`src/rtl/seg_display_arbiter.sv`:
```
// Arbitrates the shared seven-segment note display between the live keyboard and the playback engine.
// Define SEG_ARB_HOLD_EN to keep the last key note visible for HOLD_CYC cycles after the key is released.
module seg_display_arbiter #(
    parameter int HOLD_CYC  = 500,
    parameter int DWELL_CYC = 50,
    parameter int CNT_W     = 10
) (
    input  logic       clk_1khz,
    input  logic       reset,
    input  logic [4:0] key_music,
    input  logic [1:0] key_rot,
    input  logic       play_en,
    input  logic [4:0] play_music,
    input  logic [1:0] play_rot,
    output logic [4:0] disp_music,
    output logic [1:0] disp_rot,
    output logic [1:0] owner,
    output logic       switch_pulse
);

    typedef enum logic [1:0] {
        S_IDLE = 2'd0,
        S_KEY  = 2'd1,
        S_HOLD = 2'd2,
        S_PLAY = 2'd3
    } state_t;

    localparam logic [1:0] OWN_NONE = 2'b00;
    localparam logic [1:0] OWN_KEY  = 2'b01;
    localparam logic [1:0] OWN_PLAY = 2'b10;

    localparam int CNT_MAX = (HOLD_CYC > DWELL_CYC) ? HOLD_CYC : DWELL_CYC;
    localparam logic [CNT_W-1:0] DWELL_LAST = CNT_W'(DWELL_CYC - 1);

    // Counters saturate or load at these values, so they must fit in CNT_W bits.
    if (CNT_MAX >= (2 ** CNT_W)) begin : g_cnt_w_too_small
        $error("seg_display_arbiter: CNT_W too small for HOLD_CYC/DWELL_CYC");
    end

    state_t           state;
    state_t           state_next;
    logic [CNT_W-1:0] dwell_cnt;
    logic [4:0]       disp_music_next;
    logic [1:0]       disp_rot_next;
    logic             key_valid;
    logic             play_valid;

`ifdef SEG_ARB_HOLD_EN
    localparam logic [CNT_W-1:0] HOLD_LAST = CNT_W'(HOLD_CYC - 1);
    logic [CNT_W-1:0] hold_cnt;
`endif

    function automatic logic [1:0] owner_of(input state_t s);
        case (s)
            S_KEY, S_HOLD: owner_of = OWN_KEY;
            S_PLAY:        owner_of = OWN_PLAY;
            default:       owner_of = OWN_NONE;
        endcase
    endfunction

    // Codes 0 and 22..31 are not notes and count as "no request".
    assign key_valid  = (key_music >= 5'd1) && (key_music <= 5'd21);
    assign play_valid = play_en && (play_music >= 5'd1) && (play_music <= 5'd21);

    // State register: state, counters and the registered display pair.
    always_ff @(posedge clk_1khz or posedge reset) begin
        if (reset) begin
            state        <= S_IDLE;
            dwell_cnt    <= '0;
            disp_music   <= 5'd0;
            disp_rot     <= 2'd0;
            switch_pulse <= 1'b0;
        end else begin
            // NOTE: every register in this block uses <= so all of them sample the pre-edge values.
            state        <= state_next;
            disp_music   <= disp_music_next;
            disp_rot     <= disp_rot_next;
            switch_pulse <= (owner_of(state_next) != owner_of(state));
            if (state_next != state) begin
                dwell_cnt <= '0;
            end else if (dwell_cnt != DWELL_LAST) begin
                dwell_cnt <= dwell_cnt + 1'b1;
            end
        end
    end

`ifdef SEG_ARB_HOLD_EN
    always_ff @(posedge clk_1khz or posedge reset) begin
        if (reset) begin
            hold_cnt <= '0;
        end else if (state == S_KEY && state_next == S_HOLD) begin
            hold_cnt <= HOLD_LAST;
        end else if (state == S_HOLD && state_next == S_HOLD) begin
            hold_cnt <= hold_cnt - 1'b1;
        end
    end
`endif

    // Next-state and next-display selection; first matching rule wins.
    always_comb begin
        // NOTE: defaults first so no path through the case can infer a latch.
        state_next      = state;
        disp_music_next = disp_music;
        disp_rot_next   = disp_rot;

        case (state)
            S_IDLE: begin
                if (key_valid) begin
                    state_next      = S_KEY;
                    disp_music_next = key_music;
                    disp_rot_next   = key_rot;
                end else if (play_valid) begin
                    state_next      = S_PLAY;
                    disp_music_next = play_music;
                    disp_rot_next   = play_rot;
                end else begin
                    disp_music_next = 5'd0;
                    disp_rot_next   = 2'd0;
                end
            end

            S_KEY: begin
                if (key_valid) begin
                    disp_music_next = key_music;
                    disp_rot_next   = key_rot;
                end else begin
`ifdef SEG_ARB_HOLD_EN
                    state_next = S_HOLD;
`else
                    if (play_valid) begin
                        state_next      = S_PLAY;
                        disp_music_next = play_music;
                        disp_rot_next   = play_rot;
                    end else begin
                        state_next      = S_IDLE;
                        disp_music_next = 5'd0;
                        disp_rot_next   = 2'd0;
                    end
`endif
                end
            end

`ifdef SEG_ARB_HOLD_EN
            S_HOLD: begin
                if (key_valid) begin
                    state_next      = S_KEY;
                    disp_music_next = key_music;
                    disp_rot_next   = key_rot;
                end else if (hold_cnt == '0) begin
                    if (play_valid) begin
                        state_next      = S_PLAY;
                        disp_music_next = play_music;
                        disp_rot_next   = play_rot;
                    end else begin
                        state_next      = S_IDLE;
                        disp_music_next = 5'd0;
                        disp_rot_next   = 2'd0;
                    end
                end
            end
`endif

            S_PLAY: begin
                if (key_valid && dwell_cnt == DWELL_LAST) begin
                    state_next      = S_KEY;
                    disp_music_next = key_music;
                    disp_rot_next   = key_rot;
                end else if (!play_valid) begin
                    // Playback dropped out: the keyboard takes over without waiting for dwell.
                    if (key_valid) begin
                        state_next      = S_KEY;
                        disp_music_next = key_music;
                        disp_rot_next   = key_rot;
                    end else begin
                        state_next      = S_IDLE;
                        disp_music_next = 5'd0;
                        disp_rot_next   = 2'd0;
                    end
                end else begin
                    disp_music_next = play_music;
                    disp_rot_next   = play_rot;
                end
            end

            default: begin
                state_next      = S_IDLE;
                disp_music_next = 5'd0;
                disp_rot_next   = 2'd0;
            end
        endcase
    end

    // Output decode: owner follows the registered state directly.
    always_comb begin
        owner = owner_of(state);
    end

endmodule

```
`config.mk`:
```
export PLATFORM = sky130hd
export DESIGN_NAME = seg_display_arbiter
export DESIGN_NICKNAME = d
export VERILOG_FILES = /design/src/rtl/seg_display_arbiter.sv
export SDC_FILE = /design/constraint.sdc
export NUM_CORES = 1
export LEC_CHECK = 0
export ABC_AREA = 1
export CAP_MARGIN = 40
export CORE_ASPECT_RATIO = 1.75
export CORE_MARGIN = 2
export CORE_UTILIZATION = 47
export CTS_CLUSTER_SIZE = 28
export DETAILED_ROUTE_END_ITERATION = 10
export PLACE_DENSITY = 0.79
export SYNTH_ARGS = -nofsm -noshare
export SYNTH_HDL_FRONTEND = slang
export SYNTH_SLANG_ARGS = --single-unit
```
`constraint.sdc`:
```
create_clock -name clk_1khz -period 5.1 [get_ports clk_1khz]
set_input_delay 1.53 -clock clk_1khz [delete_from_list [all_inputs] [get_ports clk_1khz]]
set_output_delay 1.53 -clock clk_1khz [all_outputs]
set_load 0.005 [all_outputs]
```
# Word-level counts from Yosys, hierarchy flattened
# Index checks and enable logic that the tools add are counted.
[word_totals] ff_bits=20 latchBits=0 ramBits=0 romBits=0 wordCells=53 memories=0
[op_classes] addsub=1 multipliers=0 div_mod_pow=0 order_cmp=4 eq_ne=10 n_shift=0 mux=24 bitwise=0 reduce_logical=9
[op_table] cell="$mux W5" n=5
[op_table] cell="$mux W2" n=11
[op_table] cell="$mux W10" n=2
[op_table] cell="$pmux W2 S2" n=3
[op_table] cell="$add A10 B1 Y10 const B" n=1
[op_table] cell="$eq A10 B6 Y1 const B" n=1
[op_table] cell="$ge A5 B1 Y1 const B" n=2
[op_table] cell="$le A5 B5 Y1 const B" n=2
[op_table] cell="$ne A10 B6 Y1 const B" n=1
[op_table] cell="$pmux W5 S2" n=1
[op_table] cell="$eq A2 B2 Y1 const B" n=4
[op_table] cell="$pmux W2 S3" n=1
[op_table] cell="$reduce_or A2 Y1" n=3
[op_table] cell="$eq A2 B1 Y1 const B" n=2
[op_table] cell="$logic_and A1 B1 Y1" n=4
[op_table] cell="$ne A2 B2 Y1" n=2
[op_table] cell="$logic_not A2 Y1" n=1
[op_table] cell="$reduce_bool A2 Y1" n=1
[op_table] cell="$mux W1" n=1

# Depth between registers and ports, before layout
# Gate-level depths: netlist of run 1.
[logic_depth] depth_word=10 mapped_depth=16 ltp_nobuf=15

# Worst setup path after synthesis of run 1
# OpenSTA, ideal clock, no wires.
[synth_timing] kind="input to register" start="input port key_music[0]" end="register switch_pulse" setup_ns=0.122 arrival_time_ns=2.827 required_ns=4.978 setup_slack_ns=2.151 stages=14 cell_sequence="nor2_1 -> nand3_1 -> nand2_2 -> inv_2 -> buf_6 -> nand2_2 -> nand3_1 -> nand2_1 -> nand3_2 -> nand2_2 -> inv_1 -> ha_1 -> xnor2_1 -> nand2_1"
[synth_via] elab_chain_cells=10 elab_cells_between_ends=16 cone_classes="order compare (2); eq/ne (4); mux (7); reduce/logical (3)"
[synth_rtl] element="start, declared" line="10" text="input logic [4:0] key_music,"
[synth_rtl] element="$ge A5 B1 Y1 / $le A5 B5 Y1 (equally long branches)" line="62" text="assign key_valid = (key_music >= 5'd1) && (key_music <= 5'd21);"
[synth_rtl] element="$logic_and A1 B1 Y1 (*)" line="62"
[synth_rtl] element="$mux W1" line="170" text="if (key_valid) begin"
[synth_rtl] element="$mux W2" line="168" text="end else if (!play_valid) begin"
[synth_rtl] element="$mux W2" line="164" text="if (key_valid && dwell_cnt == DWELL_LAST) begin"
[synth_rtl] element="$pmux W2 S3 (*)" line="106" text="case (state)"
[synth_rtl] element="via state_next[0]" line="41" text="state_t state_next;"
[synth_rtl] element="$eq A2 B1 Y1 / $eq A2 B2 Y1 (equally long branches)" line="54" text="case (s)"
[synth_rtl] element="$reduce_or A2 Y1" line="54"
[synth_rtl] element="$pmux W2 S2 (*)" line="54"
[synth_rtl] element="$ne A2 B2 Y1 (*)" line="78" text="switch_pulse <= (owner_of(state_next) != owner_of(state));"
[synth_rtl] element="end signal, assigned" line="78"
[synth_rtl] element="end, declared" line="18" text="output logic switch_pulse"
# Mark *: on every way through the listed nets, which the timed path passes. The rest lies on a longest branch.
# A chain may end at the register's enable or synchronous reset.

# Worst setup path in the final report of run 1
# Ends and elaborated chain as after synthesis.

==> reports/results.ini, run 1 <==
[floorplan]
fp.dieH_um = 77.0
die_w_um = 45.7
die_area_mm2 = 0.00352
start_util = 0.489
ioPinCount = 27
core_region_area_mm2 = 0.00293
num_rows = 26

[power_and_ir_drop]
switching_share = 0.406
p_per_area_mw_per_mm2 = 445
clockPowerShare = 0.150
leakage_uw = 0.000813
seqPwrFrac = 0.290
pwr-share-comb = 0.560
irDropWorstVdd_mv = 0.295
p_sw_uw = 318
intPower_uw = 465
fin_total_pwr_uw = 783

[setup_path]
cp_max_fo = 11
r2r-end = switch_pulse
r2r_start = dwell_cnt[1]
cp_cell_sequence = clkdlybuf4s50_1, nor2_1, nand3_1, nand2_2, inv_2, nand2_2, nand3_1, nand2_1, nand3_2, nand2_2, inv_1, ha_1, xnor2_1, nand2_1
cpMostUsedCell = nand2_2
r2r_cells = 14
worstPathRequired_ps = 5240
critPathKind = in2reg
crit_family = simple AND/OR/NAND/NOR gates
end_kind = flop
regToRegSetupSlack_ps = 3090
slowest_delay_ps = 470
critPathArrivalTime_ps = 3450
worst-path-buf-inv = 3
slowest_stage = clkdlybuf4s50_1
critPathLaunchType = primary input

[sta]
final.setup_skew_ps = 4.78
finalHoldViolations = 0
fin_crit_sh = 0.649
finalSetupTns_ps = 0
max_freq_mhz = 302
tightest_slew_ps = 755
setup_violations = 0
relSlewSlack = 0.496
period_needed_ps = 3310
finalMaxSlewViolations = 0
rsz0062_at_grt = false
whs_ps = 580
setup_slack_ps = 1790

[logic_synthesis]
synth_nets = 213
ys_top_cells_by_area = dfrtp_1 (35%), nand2_1 (11%), ha_1 (6.1%)
ys_warn_count = 0
synth.distinct_cells = 32
ys_seq_elements = 20
synthCells = 189
synth_largest_type_area_fraction = 0.349
ys_seq_area_frac = 0.349
syn_area_mm2 = 0.00143
syn_avg_cell_area_um2 = 7.58
synth_area_leader_cell = dfrtp_1

[min_path]
whs_path_depth = 2
hold_class = reg2reg
worst_hold_startpoint = dwell_cnt[9]
holdPathEnd = dwell_cnt[9]

[clocking]
cts_sinks = 20
holdBufCountCts = 0
cts_setup_buffers = 0
clk_pin_slew_ps = 70
clk_path_buf_depth = 2
cts_tree = yes
clockRootBuffer = clkbuf_8
postCtsResizedCells = 0
cts_max_level = 1
cts_made_buffers = 3
insertion_delay_ps = 250

[final_layout]
diodes = 0
nFillCells = 280
nNetsFinal = 240
final_cell_mix = nand2_1 (42), clkdlybuf4s50_1 (26), inv_1 (20), dfrtp_1 (20), nor2_1 (16)
drive_gt1_frac = 0.149
syn_to_final_growth_pct = 22.7
final_util = 0.600
layout_commonest_cell = nand2_1

[global_route]
antenna_found_initial = 0
grt_pass1_vias = 1420
grt_max_degree = 21
grt_overflow_total = 0
grt_pass1_wl_mm = 5.51
grtUsageTotal = 0.198

[route]
drc_errors = 0
first_pass_iters = 5
route.vias.total = 1322
wl_mm = 2.99
ant_nets = 0
wl_per_cell_um = 12.3
drtIter0Drc = 23
vias_per_cell = 5.44

[job]
drv_cap = 0

[placed_design]
numPortBuffers = 26
place_ws_ps = 1540
dp_hpwl_mm = 2.38
gp_congestion = 0.860

[run_status]
outcome = complete, no violations

==> tightest hold or removal path, stage by stage, from the launching register on <==
cell and delay [ps]:
dfrtp_1 360, xor2_1 80, nor2_2 100
==> registers in the layout, indices dropped and copies added (netlist names) <==
register,count
disp_rot,2
switch_pulse,1
dwell_cnt,10
disp_music,5
state,2
==> metrics by stage <==
step                area (um2)  instances
finish                    1760        243
global placement          1700        239
detailed placement        1700        239
floorplan                 1430        189
CTS                       1760        243
global route              1760        243
==> metal layers <==
| metal | vias up | wire, um | track usage |
|---|---|---|---|
| met5 | - | 0 | 0 |
| met4 | 0 | 47 | 0.0886 |
| met3 | 4 | 63 | 0.00941 |
| met2 | 28 | 1740 | 0.361 |
| met1 | 633 | 1150 | 0.218 |
| li1 | 657 | - | - |
==> power by group through the flow <==
stage | combinational [uW] | sequential, uW | clock, uW
2_1_floorplan | 301 | 229 | 0
3_3_place_gp | 436 | 230 | 0
3_5_place_dp | 445 | 231 | 0
4_1_cts | 446 | 228 | 121
5_1_grt | 493 | 232 | 129
6_report | 439 | 227 | 117
==> cell type report <==
type	instances	area, um2	share of cell area
inverters	26	100	0.0569
flip-flops and latches	20	500	0.285
clock buffers	4	55.1	0.0313
repair buffers	26	260	0.148
well taps	28	35.0	0.0199
multi-input cells	139	807	0.459
==> how the worst max path moves through the flow <==
stage	slack, ps	end	cells after the start	from
2_1_floorplan	2150	switch_pulse	14	key_music[0]
3_5_place_dp	1540	switch_pulse	14	key_music[0]
4_1_cts	1790	switch_pulse	14	key_music[0]
3_3_place_gp	1610	switch_pulse	15	key_music[2]
5_1_grt	1580	switch_pulse	14	key_music[0]
6_report	1790	switch_pulse	14	key_music[0]
==> cells by family after synthesis <==
family	share of synthesized area
AOI/OAI and AO/OA	0.0716
DFF	0.349
adders and majority gates	0.0611
and+or+nand+nor	0.363
xor gates and xnor gates	0.0673
buffers and inverters	0.0873
==> cell usage after synthesis <==
library cell and n:
nor4_1 1, a21oi_1 5, a31oi_1 2, ha_1 7, nand4_1 5, buf_2 2, a21boi_0 1, nor3_2 1
and3_1 1, a211oi_1 3, nor2_2 10, o21ai_0 1, nor2_1 16, inv_2 5, nand2_2 6, nor3_1 4
nand3_2 3, dfrtp_1 20, buf_6 1, inv_1 20, inv_4 1, o21ai_1 3, o22ai_1 1, nand2_4 1
a32oi_1 1, nor3b_1 1, buf_1 1, xor2_1 9, xnor2_1 2, nand3_1 12, nand2_8 1, nand2_1 42
(Power assumes the default switching activity.)
==> run 2, diff against run 1 <==
Settings changed: PLACE_DENSITY 0.79 to 0.82.
Clock period 5.1 ns to 3 ns, I/O delays scaled along.
==> run 2 against run 1 <==
Against the previous run:
- sequential cell count unchanged
- clock power grew 75%
- via count decreased by 1.4%
- critical path depth is 1 higher
==> reports/results.ini, run 2 (synthesized netlist as in run 1, its figures left out) <==
[global_route]
grtUsageTotal = 0.184  ; was 0.198
grt_max_degree = 21  ; unchanged
grt_overflow_total = 0  ; unchanged
grt_pass1_vias = 1212  ; was 1420
grt_pass1_wl_mm = 4.96  ; was 5.51 mm
antenna_found_initial = 0  ; unchanged

[final_layout]
top_register = dwell_cnt  ; unchanged
nFillCells = 291  ; was 280
nNetsFinal = 241  ; was 240
seq_area_um2 = 500  ; unchanged
drive_gt1_frac = 0.153  ; was 0.149
syn_to_final_growth_pct = 23.2  ; was 22.7%
stdcell_area_mm2 = 0.00177  ; was 0.00176 mm2
largest_reg_flops = 10  ; unchanged
reg_top3 = dwell_cnt: 10 flops, disp_music: 5 flops  ; unchanged
diodes = 0  ; unchanged
multi_input_area_um2 = 807  ; unchanged
final_cell_mix = nand2_1 (42), clkdlybuf4s50_1 (26), inv_1 (20), dfrtp_1 (20), nor2_1 (16)  ; unchanged
layout_commonest_cell = nand2_1  ; unchanged

[sta]
finalMaxSlewViolations = 0  ; unchanged
period_needed_ps = 2660
final.setup_skew_ps = 1.78  ; was 4.78 ps
setup_slack_ps = 337  ; was 1790 ps
tightest_slew_ps = 762  ; was 755 ps
max_freq_mhz = 375
finalSetupTns_ps = 0  ; unchanged
fin_crit_sh = 0.888
rsz0062_at_grt = false  ; unchanged
setup_violations = 0  ; unchanged
finalHoldViolations = 0  ; unchanged
relSlewSlack = 0.492  ; was 0.496

[placed_design]
place_ws_ps = 88.9  ; was 1540 ps
gp_congestion = 0.868  ; was 0.860
place_area_mm2 = 0.00171  ; was 0.00170 mm2
dp_hpwl_mm = 2.36  ; was 2.38 mm
numPortBuffers = 26  ; unchanged

[setup_path]
critPathLaunchType = primary input  ; unchanged
cp_max_fo = 11  ; unchanged
startpoint = key_music[2]  ; was key_music[0]
critPathKind = in2reg  ; unchanged
worstPathRequired_ps = 3150  ; was 5240 ps
r2r_start = dwell_cnt[1]  ; unchanged
end_kind = flop  ; unchanged
critPathArrivalTime_ps = 2810  ; was 3450 ps

[clocking]
postCtsResizedCells = 0  ; unchanged
cts_max_level = 1  ; unchanged
cts_setup_buffers = 0  ; unchanged
holdBufCountCts = 0  ; unchanged
clockRootBuffer = clkbuf_8  ; unchanged
cts_tree = yes  ; unchanged
insertion_delay_ps = 260  ; was 250 ps
clk_pin_slew_ps = 70  ; about the same
cts_sinks = 20  ; unchanged
clk_path_buf_depth = 2  ; unchanged
cts_made_buffers = 3  ; unchanged

[route]
ant_nets = 0  ; unchanged
drc_errors = 0  ; unchanged
wl_per_cell_um = 12.1  ; was 12.3 um
first_pass_iters = 4  ; was 5
vias_per_cell = 5.34  ; was 5.44
drtIter0Drc = 38  ; was 23
route.vias.total = 1303  ; was 1322
wl_mm = 2.96  ; was 2.99 mm

[floorplan]
die_w_um = 45.7  ; unchanged
die_area_mm2 = 0.00352  ; unchanged
start_util = 0.489  ; unchanged
core_region_area_mm2 = 0.00293  ; unchanged
fp.dieH_um = 77.0  ; unchanged
ioPinCount = 27  ; unchanged
num_rows = 26  ; unchanged

[min_path]
hold_class = reg2reg  ; unchanged
worst_hold_startpoint = dwell_cnt[5]  ; was dwell_cnt[9]

[power_and_ir_drop]
p_per_area_mw_per_mm2 = 757  ; was 445 mW/mm2
irDropWorstVdd_mv = 0.520  ; was 0.295 mV
leakage_uw = 0.000817  ; was 0.000813 uW

[run_status]
outcome = complete, no violations  ; unchanged

[job]
drv_cap = 0  ; unchanged

## run 2: cell types whose count changed in the layout (fill, tap and decap cells not counted)
cell   previous run  this run
buf_4             0         1
## run 2: worst paths after layout
| check | to | slack (ps) | cells past startpoint |
|---|---|---|---|
| min reg2reg | dwell_cnt[5] | 570 | 2 |
| min | dwell_cnt[5] | 570 | 2 |
| max in group asynchronous | state[1] | 1450 | 2 |
| max reg2reg | switch_pulse | 1030 | 14 |
| min in group asynchronous | disp_music[3] | 1070 | 2 |
| max | switch_pulse | 340 | 15 |
## run 2: area by class of cell
class                   instances  area share
clock buffers                   4      0.0312
inverters                      26      0.0567
multi-input cells             139       0.457
flip-flops and latches         20       0.283
well taps                      28      0.0198
repair buffers                 27       0.152
## run 2: stage by stage
step                      std cells  utilization  hold WS (ps)  total power [uW]
after floorplan                 189            -           530               901
after global placement          240        0.584           549              1130
after detailed placement        240        0.584           550              1150
after CTS                       244        0.603           573              1350
after global routing            244        0.603           604              1450
final                           244        0.603           565              1340
## run 2: metal layers
| layer | track usage | up-vias | part of all wire |
|---|---|---|---|
| met4 | 0.0943 | 0 | 0.022 |
| met3 | 0 | 5 | 0.015 |
| met1 | 0.219 | 615 | 0.40 |
| li1 | - | 660 | - |
| met2 | 0.320 | 23 | 0.56 |
| met5 | 0 | - | 0 |
## run 2: power by group
group	leakage [uW]	internal, uW	switching [uW]
combinational	0.000524	333	415
clock	0.0000288	117	87.9
sequential	0.000264	343	41.9
## run 2: critical path: stages
cell and delay [ps]:
clkdlybuf4s50_1 530, nand2_1 70, nand2_1 60, nand2_1 60, nand2_2 130, inv_2 110
nand2_2 90, nand3_1 70, nand2_1 70, nand3_2 80, nand2_2 80, inv_1 50
ha_1 300, xnor2_1 150, nand2_1 60
==> run 3, diff against run 2 <==
Settings changed: SETUP_SLACK_MARGIN from default to 0.3.
==> run 3 against run 2 <==
Against the previous run:
- fmax rose by 4.7%
- via count rose by 1.4%
- wire length rose by 1.8%
- first-iteration DRC count fell by 2.6%
- register-to-register slack barely moved
- setup slack improved by 120 ps
- cell area rose by 1.6%
- total power rose by 0.50%
- critical path depth fell by 1
- clock power barely moved
- global-route usage did not move
- non-clock buffer count rose by 1
==> reports/results.ini, run 3 (synthesized netlist as in run 1, its figures left out) <==
[setup_path]
cp_cell_sequence = clkdlybuf4s50_1, inv_2, nand2_1, nand2_1, nand2_4, buf_4, nand3_1, nand2_1, nand3_2, nand2_2, inv_1, ha_1, xnor2_1, nand2_1  ; was clkdlybuf4s50_1, nand2_1, nand2_1, nand2_1, nand2_2, inv_2, nand2_2, nand3_1, nand2_1, nand3_2, nand2_2, inv_1, ha_1, xnor2_1, nand2_1
slowest_stage = clkdlybuf4s50_1  ; unchanged
cpMostUsedCell = nand2_1  ; unchanged
critPathArrivalTime_ps = 2690  ; was 2810 ps
worstPathRequired_ps = 3150  ; about the same
end_kind = flop  ; unchanged
cp_max_fo = 5  ; was 11
critPathLaunchType = primary input  ; unchanged
slowest_delay_ps = 500  ; was 530 ps
critPathKind = in2reg  ; unchanged

[final_layout]
nNetsFinal = 242  ; was 241
seq_area_um2 = 502  ; was 500 um2
reg_top3 = dwell_cnt: 10 flops, disp_music: 5 flops  ; unchanged
final_cell_mix = nand2_1 (42), clkdlybuf4s50_1 (21), inv_1 (20), dfrtp_1 (19), nor2_1 (16)  ; was nand2_1 (42), clkdlybuf4s50_1 (26), inv_1 (20), dfrtp_1 (20), nor2_1 (16)
multi_input_area_um2 = 812  ; was 807 um2
top_register = dwell_cnt  ; unchanged
diodes = 0  ; unchanged
nFillCells = 286  ; was 291
syn_to_final_growth_pct = 25.2  ; was 23.2%
largest_reg_flops = 10  ; unchanged
layout_commonest_cell = nand2_1  ; unchanged
drive_gt1_frac = 0.161  ; was 0.153

[global_route]
grt_max_degree = 21  ; unchanged
grt_overflow_total = 0  ; unchanged
grt_pass1_wl_mm = 4.96  ; unchanged
grt_pass1_vias = 1212  ; unchanged
grtUsageTotal = 0.184  ; unchanged
antenna_found_initial = 0  ; unchanged

[power_and_ir_drop]
irDropWorstVdd_mv = 0.524  ; was 0.520 mV
p_per_area_mw_per_mm2 = 749  ; was 757 mW/mm2
leakage_uw = 0.000869  ; was 0.000817 uW

[sta]
fin_crit_sh = 0.848  ; was 0.888
finalHoldViolations = 0  ; unchanged
relSlewSlack = 0.486  ; was 0.492
setup_violations = 0  ; unchanged
final.setup_skew_ps = 2.54  ; was 1.78 ps
period_needed_ps = 2540  ; was 2660 ps
max_freq_mhz = 393  ; was 375 MHz
finalSetupTns_ps = 0  ; unchanged
setup_slack_ps = 456  ; was 337 ps
tightest_slew_ps = 770  ; was 762 ps
rsz0062_at_grt = true  ; was false
finalMaxSlewViolations = 0  ; unchanged

[clocking]
clk_pin_slew_ps = 70  ; about the same
clk_path_buf_depth = 2  ; unchanged
clockRootBuffer = clkbuf_8  ; unchanged
cts_made_buffers = 3  ; unchanged
insertion_delay_ps = 260  ; about the same
cts_tree = yes  ; unchanged
cts_sinks = 20  ; unchanged
cts_max_level = 1  ; unchanged

[placed_design]
dp_hpwl_mm = 2.36  ; unchanged
gp_congestion = 0.868  ; unchanged
place_ws_ps = 88.9  ; unchanged
numPortBuffers = 26  ; unchanged

[min_path]
hold_class = reg2reg  ; unchanged

[floorplan]
core_region_area_mm2 = 0.00293  ; unchanged
die_w_um = 45.7  ; unchanged
ioPinCount = 27  ; unchanged
start_util = 0.489  ; unchanged
die_area_mm2 = 0.00352  ; unchanged
num_rows = 26  ; unchanged
fp.dieH_um = 77.0  ; unchanged

[route]
ant_nets = 0  ; unchanged
wl_mm = 3.02  ; was 2.96 mm
vias_per_cell = 5.39  ; was 5.34
first_pass_iters = 4  ; unchanged
route.vias.total = 1321  ; was 1303
drc_errors = 0  ; unchanged
wl_per_cell_um = 12.3  ; was 12.1 um
drtIter0Drc = 37  ; was 38

[run_status]
outcome = complete, no violations  ; unchanged

[job]
drv_cap = 0  ; unchanged

==> run 3: path summary, 6_finish.rpt <==
check	depth (start not counted)	start	slack [ps]	endpoint
min in group asynchronous	2	reset	1080	disp_music[3]
max	14	key_music[3]	460	switch_pulse
max in group asynchronous	2	reset	1390	state[0]
min reg2reg	2	dwell_cnt[5]	570	dwell_cnt[5]
min	2	dwell_cnt[5]	570	dwell_cnt[5]
max reg2reg	14	dwell_cnt[1]	1020	switch_pulse
==> run 3: cell type report <==
class | count | share of cell area
Sequential cell | 20 | 0.280
Multi-Input combinational cell | 139 | 0.453
Clock buffer | 4 | 0.0307
Inverter | 26 | 0.0572
Tap cell | 28 | 0.0195
Timing Repair Buffer | 28 | 0.160
==> run 3: routing by layer <==
layer  part of all wire  track usage  wire, um
met3              0.025            0        74
met4              0.026       0.0943        78
met1               0.39        0.219      1180
met5                  0            0         0
met2               0.56        0.320      1680
==> run 3: timing repair <==
item	CTS	global route
setup buffers	0	1
hold buffers	0	0
endpoints found under the setup margin	0	2
gates resized for setup	0	8
endpoints found under the hold margin	0	0
==> run 3: report_power, final <==
part / leakage [uW] / switching (uW) / total, uW / internal, uW
combinational: 0.000577 / 418 / 751 / 333
sequential: 0.000263 / 42.8 / 387 / 344
clock: 0.0000288 / 88.7 / 206 / 117
total: 0.000869 / 549 / 1340 / 794
==> run 3: stage by stage <==
stage	std cells	cell area [um2]	utilization	hold WS (ps)	power, uW
5_1_grt	245	1790	0.613	604	1450
6_report	245	1790	0.613	566	1340
3_5_place_dp	240	1710	0.584	550	1150
4_1_cts	244	1770	0.603	573	1350
2_1_floorplan	189	1430	-	530	901
3_3_place_gp	240	1710	0.584	549	1130
==> run 3: critical path: cells and delay by family <==
family                     cells  cell delay (ps)
xor gates and xnor gates       1              150
adders and majority gates      1              300
buffers and inverters          4              700
and+or+nand+nor                8              640
